[config.mk]
export PLATFORM = sky130hd
export DESIGN_NAME = blinky_arbiter
export DESIGN_NICKNAME = d
export VERILOG_FILES = /design/src/rtl/blinky_arbiter.sv
export SDC_FILE = /design/constraint.sdc
export NUM_CORES = 1
export LEC_CHECK = 0
export BUFFER_PORTS_ARGS = -buffer_cell sky130_fd_sc_hd__buf_2
export CORE_UTILIZATION = 45
export CTS_CLUSTER_SIZE = 30
export DETAILED_ROUTE_END_ITERATION = 6
export PLACE_DENSITY = 0.66
export SLEW_MARGIN = 25
export SYNTH_ARGS = -nofsm -noshare
export SYNTH_HDL_FRONTEND = slang
export SYNTH_SLANG_ARGS = --single-unit
[constraint.sdc]
create_clock -name clk -period 5.85 [get_ports clk]
set_input_delay 1.17 -clock clk [delete_from_list [all_inputs] [get_ports clk]]
set_output_delay 1.17 -clock clk [all_outputs]
set_load 0.005 [all_outputs]
[src/rtl/blinky_arbiter.sv]
// blinky_arbiter
// Shares one status LED between num_req requesters. Each requester asks to
// flash a blink code (1-15 pulses). A round-robin arbiter grants one requester
// at a time, and a sequencer FSM then plays the pulse train plus an
// inter-code gap before pulsing done back to that requester.
//
// Ports:
//   clk      - single clock, rising edge
//   rst      - synchronous active-high reset (aborts any sequence, no done)
//   req_i    - per-requester request level
//   code_i   - 4-bit blink count per requester, requester i at [4i+3:4i]
//   gnt_o    - one-hot grant, zero when idle (registered)
//   done_o   - one-cycle completion pulse to the granted requester (registered)
//   busy_o   - high whenever the sequencer is not idle (registered)
//   blinky_o - LED drive, active high (registered)
module blinky_arbiter #(
  parameter int clk_freq_hz = 50_000,
  parameter int unit_hz     = 10,
  parameter int gap_units   = 4,
  parameter int num_req     = 4
) (
  input  logic                 clk,
  input  logic                 rst,
  input  logic [num_req-1:0]   req_i,
  input  logic [4*num_req-1:0] code_i,
  output logic [num_req-1:0]   gnt_o,
  output logic [num_req-1:0]   done_o,
  output logic                 busy_o,
  output logic                 blinky_o
);

  // One blink unit in clock cycles (must be >= 2).
  localparam int unit_cyc = clk_freq_hz / unit_hz;
  localparam int tw       = $clog2(unit_cyc);
  localparam int iw       = $clog2(num_req);
  localparam int gw       = $clog2(gap_units + 1);

  typedef enum logic [2:0] {
    st_idle = 3'd0,
    st_on   = 3'd1,
    st_off  = 3'd2,
    st_gap  = 3'd3,
    st_done = 3'd4
  } state_t;

  state_t           state_r, state_s;
  logic [iw-1:0]    winner_r, winner_s;
  logic [iw-1:0]    ptr_r, ptr_s;
  logic [3:0]       pulses_r, pulses_s;
  logic [tw-1:0]    timer_r, timer_s;
  logic [gw-1:0]    gap_r, gap_s;

  logic [iw-1:0]    pick_s;
  logic [iw-1:0]    cand_s;
  logic             hit_s;
  logic [3:0]       pick_code_s;
  logic             unit_end_s;

  logic [num_req-1:0] gnt_s, done_s;
  logic               busy_s, blinky_s;
  logic [num_req-1:0] gnt_r, done_r;
  logic               busy_r, blinky_r;

  // Round-robin search: first requester at or after ptr, wrapping.
  always_comb begin
    pick_s = ptr_r;
    cand_s = ptr_r;
    hit_s  = 1'b0;
    for (int i = 0; i < num_req; i++) begin
      cand_s = iw'((int'(ptr_r) + i) % num_req);
      pick_s = (!hit_s && req_i[cand_s]) ? cand_s : pick_s;
      hit_s  = hit_s | req_i[cand_s];
    end
  end

  assign pick_code_s = code_i[{pick_s, 2'b00} +: 4];
  assign unit_end_s  = (timer_r == tw'(unit_cyc - 1));

  // Next-state logic for the sequencer and its counters.
  always_comb begin
    state_s  = state_r;
    winner_s = winner_r;
    ptr_s    = ptr_r;
    pulses_s = pulses_r;
    timer_s  = timer_r;
    gap_s    = gap_r;
    case (state_r)
      st_idle: begin
        timer_s = {tw{1'b0}};
        if (hit_s) begin
          winner_s = pick_s;
          pulses_s = pick_code_s;
          state_s  = (pick_code_s == 4'd0) ? st_done : st_on;
        end else begin
          state_s = st_idle;
        end
      end
      st_on: begin
        if (unit_end_s) begin
          timer_s  = {tw{1'b0}};
          pulses_s = pulses_r - 4'd1;
          // pulses_r still counts the pulse just finished.
          if (pulses_r > 4'd1) begin
            state_s = st_off;
          end else begin
            state_s = st_gap;
            gap_s   = {gw{1'b0}};
          end
        end else begin
          timer_s = timer_r + tw'(1);
        end
      end
      st_off: begin
        if (unit_end_s) begin
          timer_s = {tw{1'b0}};
          state_s = st_on;
        end else begin
          timer_s = timer_r + tw'(1);
        end
      end
      st_gap: begin
        if (unit_end_s) begin
          timer_s = {tw{1'b0}};
          if (gap_r == gw'(gap_units - 1)) begin
            state_s = st_done;
          end else begin
            gap_s = gap_r + gw'(1);
          end
        end else begin
          timer_s = timer_r + tw'(1);
        end
      end
      st_done: begin
        timer_s = {tw{1'b0}};
        state_s = st_idle;
        if (winner_r == iw'(num_req - 1)) begin
          ptr_s = {iw{1'b0}};
        end else begin
          ptr_s = winner_r + iw'(1);
        end
      end
      default: begin
        state_s = st_idle;
        timer_s = {tw{1'b0}};
      end
    endcase
  end

  // Output decode from the upcoming state so registered outputs line up with it.
  always_comb begin
    gnt_s    = {num_req{1'b0}};
    done_s   = {num_req{1'b0}};
    busy_s   = (state_s != st_idle);
    blinky_s = (state_s == st_on);
    if (state_s != st_idle) begin
      gnt_s = {{(num_req-1){1'b0}}, 1'b1} << winner_s;
    end else begin
      gnt_s = {num_req{1'b0}};
    end
    if (state_s == st_done) begin
      done_s = {{(num_req-1){1'b0}}, 1'b1} << winner_s;
    end else begin
      done_s = {num_req{1'b0}};
    end
  end

  // State, counter and output registers with synchronous reset.
  always_ff @(posedge clk) begin
    if (rst) begin
      state_r  <= st_idle;
      winner_r <= {iw{1'b0}};
      ptr_r    <= {iw{1'b0}};
      pulses_r <= 4'd0;
      timer_r  <= {tw{1'b0}};
      gap_r    <= {gw{1'b0}};
      gnt_r    <= {num_req{1'b0}};
      done_r   <= {num_req{1'b0}};
      busy_r   <= 1'b0;
      blinky_r <= 1'b0;
    end else begin
      state_r  <= state_s;
      winner_r <= winner_s;
      ptr_r    <= ptr_s;
      pulses_r <= pulses_s;
      timer_r  <= timer_s;
      gap_r    <= gap_s;
      gnt_r    <= gnt_s;
      done_r   <= done_s;
      busy_r   <= busy_s;
      blinky_r <= blinky_s;
    end
  end

  assign gnt_o    = gnt_r;
  assign done_o   = done_r;
  assign busy_o   = busy_r;
  assign blinky_o = blinky_r;

endmodule

==> results.yml <==
status:
  status: "finished, final reports clean"
clocking:
  cts_tree: "yes"
  cts_root_buf: "clkbuf_8"
  clk_transition_reported_paths_ps: 70
  h-tree-depth: 2
  worst_skew_pair.late_latency_ps: 280
  cts.sinks: 37
  post_cts_resized: 0
  hold_buffers: 0
  clk_path_buf_depth: 2
  cts_buffers: 5
  postCtsSetupBuffers: 0
timing:
  timing.slew.headroom: 0.385
  finalHoldViolations: 0
  fin_crit_ps: 3030
  setup_ws_ps: 2820
  rsz0062_at_grt: "false"
  fin_setup_tns_ps: 0
  post-route-period-util: 0.518
  slew_viol_final: 0
  clock_skew_ps: 3.80
  tightest_slew_ps: 918
  max_freq_mhz: 330
  setup_viol: 0
floorplanning:
  die_h_um: 66.5
  io_pins: 32
  rows: 23
  die_width_um: 66.5
  dieArea_um2: 4430
  initial_core_util: 0.469
  core_area_um2: 4000
critical_path:
  cp.required_ps: 6010
  crit_path_start: "req_i[0]"
  arrival_ps: 3190
  cp-start-kind: "input pin"
  crit_fanout: 13
  rr_startpoint: "ptr_r[0]$_SDFFE_PP0N_"
  reg2reg_slack_ps: 3510
  criticalPathCategory: "in -> reg"
  end_kind: "register"
global_routing:
  overflow: 0
  grt_usage: 0.192
  grt_pass1_wl_mm: 6.40
  grt_pass1_vias: 1474
  antenna_found_initial: 0
  grt_max_degree: 14
synth:
  synth_nets: 262
  synth_warnings: 0
  synthFlopType: "dfxtp_1"
  synth-edff-count: 0
  syn_inst: 234
  yosysSeqAreaShare: 0.395
  synth_xor_xnor_area_share: 0.0514
  syn_avg_cell_area_um2: 8.01
  synth_area_um2: 1870
  ys_types: 43
  synth_compound_area_frac: 0.194
  ys_ff_latch: 37
  synth_top_family_by_area: "simple AND/OR/NAND/NOR gates"
  yosys.area_share.simple: 0.282
  synthAdderAreaFrac: 0.0401
  synthMuxAreaShare: 0
  synth-async-reset-ratio: 0
power_and_ir_drop:
  vdd_ir_drop_max_mv: 0.149
  leakage_nw: 0.872
  powerDensity_nw_per_um2: 340
  finalPower_uw: 740
layout:
  drive_gt1_frac: 0.162
  final_cell_area_um2: 2180
  n_antenna_cell: 0
  fin_nets: 293
  synthToLayoutAreaGrowth_pct: 16.3
min_path:
  holdCritStartpoint: "gap_r[1]$_SDFFE_PP0P_"
  hold_path.class: "reg -> reg"
placed_design:
  routabilityCongestion: 0.816
  io_buffers: 31
  place_ws_ps: 2550
  place_area_um2: 2060
  dp_hpwl_mm: 3.00
drt:
  routed_via_density: 5.32
  dr.first_iter.drc_count: 57
  antenna_left: 0
  finalWirelength_mm: 3.87
  dr.pass1.iters: 4
  drc: 0
  wl_per_cell_um: 12.2
  vias: 1682
flow_run:
  maxCapViolCount: 0
==> flip-flops by register name, indices dropped and copies added, names as in the netlist, 2 cells and up <==
register  count
done_o        4
gap_r         3
gnt_o         4
ptr_r         2
pulses_r      4
state_r       3
timer_r      13
winner_r      2
==> routing by layer <==
metal / wire (um) / share of wire / vias to the layer above / track usage
li1: - / - / 884 / -
met1: 1960 / 0.51 / 756 / 0.261
met2: 1650 / 0.43 / 38 / 0.288
met3: 214 / 0.055 / 4 / 0.0565
met4: 40 / 0.010 / 0 / 0.0612
met5: 0 / 0 / - / 0
==> Yosys cell counts (2+ instances only) <==
library cell / count / area (um^2)
inv_1: 11 / 41.3
and3_1: 2 / 12.5
or2_1: 2 / 12.5
o21ai_0: 7 / 35.0
a31oi_1: 4 / 25.0
a32o_1: 4 / 40.0
buf_2: 2 / 10.0
a221o_1: 2 / 20.0
nand3_1: 16 / 80.1
nand2b_1: 2 / 12.5
nor3_1: 7 / 35.0
clkbuf_1: 5 / 18.8
xnor2_1: 3 / 26.3
ha_1: 6 / 75.1
a211oi_1: 2 / 15.0
nand2_1: 26 / 97.6
nor2b_1: 5 / 31.3
or3_1: 4 / 25.0
o2bb2ai_1: 2 / 17.5
o21ai_1: 2 / 10.0
xor2_1: 8 / 70.1
a21oi_1: 21 / 105
dfxtp_1: 37 / 741
and2_1: 2 / 12.5
nor2_1: 34 / 128
==> path summary, 6_finish.rpt <==
path,endpoint,cells past startpoint
max,blinky_o$_SDFF_PP0_,8
min,gap_r[1]$_SDFFE_PP0P_,2
max reg2reg,blinky_o$_SDFF_PP0_,7
min reg2reg,gap_r[1]$_SDFFE_PP0P_,2
==> per-stage QoR <==
stage               cells   util  hold WS (ps)
floorplan             234      -           430
global placement      308  0.516           439
detailed placement    308  0.516           451
CTS                   316  0.545           465
global route          316  0.545           487
finish                316  0.545           460
==> cells in the final DEF, fill, tap and decap left out, drive strengths merged, types with 2 or more instances in the layout <==
| cell type | instances |
|---|---|
| nor3 | 7 |
| and2 | 2 |
| a21oi | 21 |
| and3 | 2 |
| o2bb2ai | 2 |
| nand2 | 27 |
| nand3 | 16 |
| or3 | 4 |
| a221o | 2 |
| inv | 11 |
| nand4 | 2 |
| a211oi | 2 |
| nor2b | 5 |
| buf | 31 |
| nor2 | 34 |
| ha | 6 |
| xnor2 | 3 |
| xor2 | 8 |
| a32o | 4 |
| o21ai | 9 |
| dfxtp | 37 |
| clkbuf | 7 |
| a31oi | 4 |
| or2 | 2 |
| nand2b | 2 |
==> power breakdown <==
part	internal [mW]	switching, mW
combinational	0.0802	0.129
sequential	0.282	0.0269
clock	0.139	0.0837
==> critical path: stages <==
cell and delay [ps]:
buf_2 120, nor2b_1 250, a21oi_1 70, o211ai_1 740, nand3_1 290, a22oi_4 280
nand3_1 130, o2bb2ai_1 140
==> final cells by class <==
cell class              count  area [um^2]
repair buffers             31          155
clock buffers               7         86.3
multi-input cells         179         1060
fillers                   386         1820
well taps                  50         62.6
inverters                  11         41.3
clock inverters             1         30.0
flip-flops and latches     37          741
==> cells by family (layout without fill, tap and decap cells) <==
kind of cell	count (synthesis)	count (layout)
simple gates	109	109
compound gates	53	53
flops	37	37
buf+inv	18	50
xor+xnor	11	11
fa+ha+maj	6	6
(Power assumes the default switching activity.)
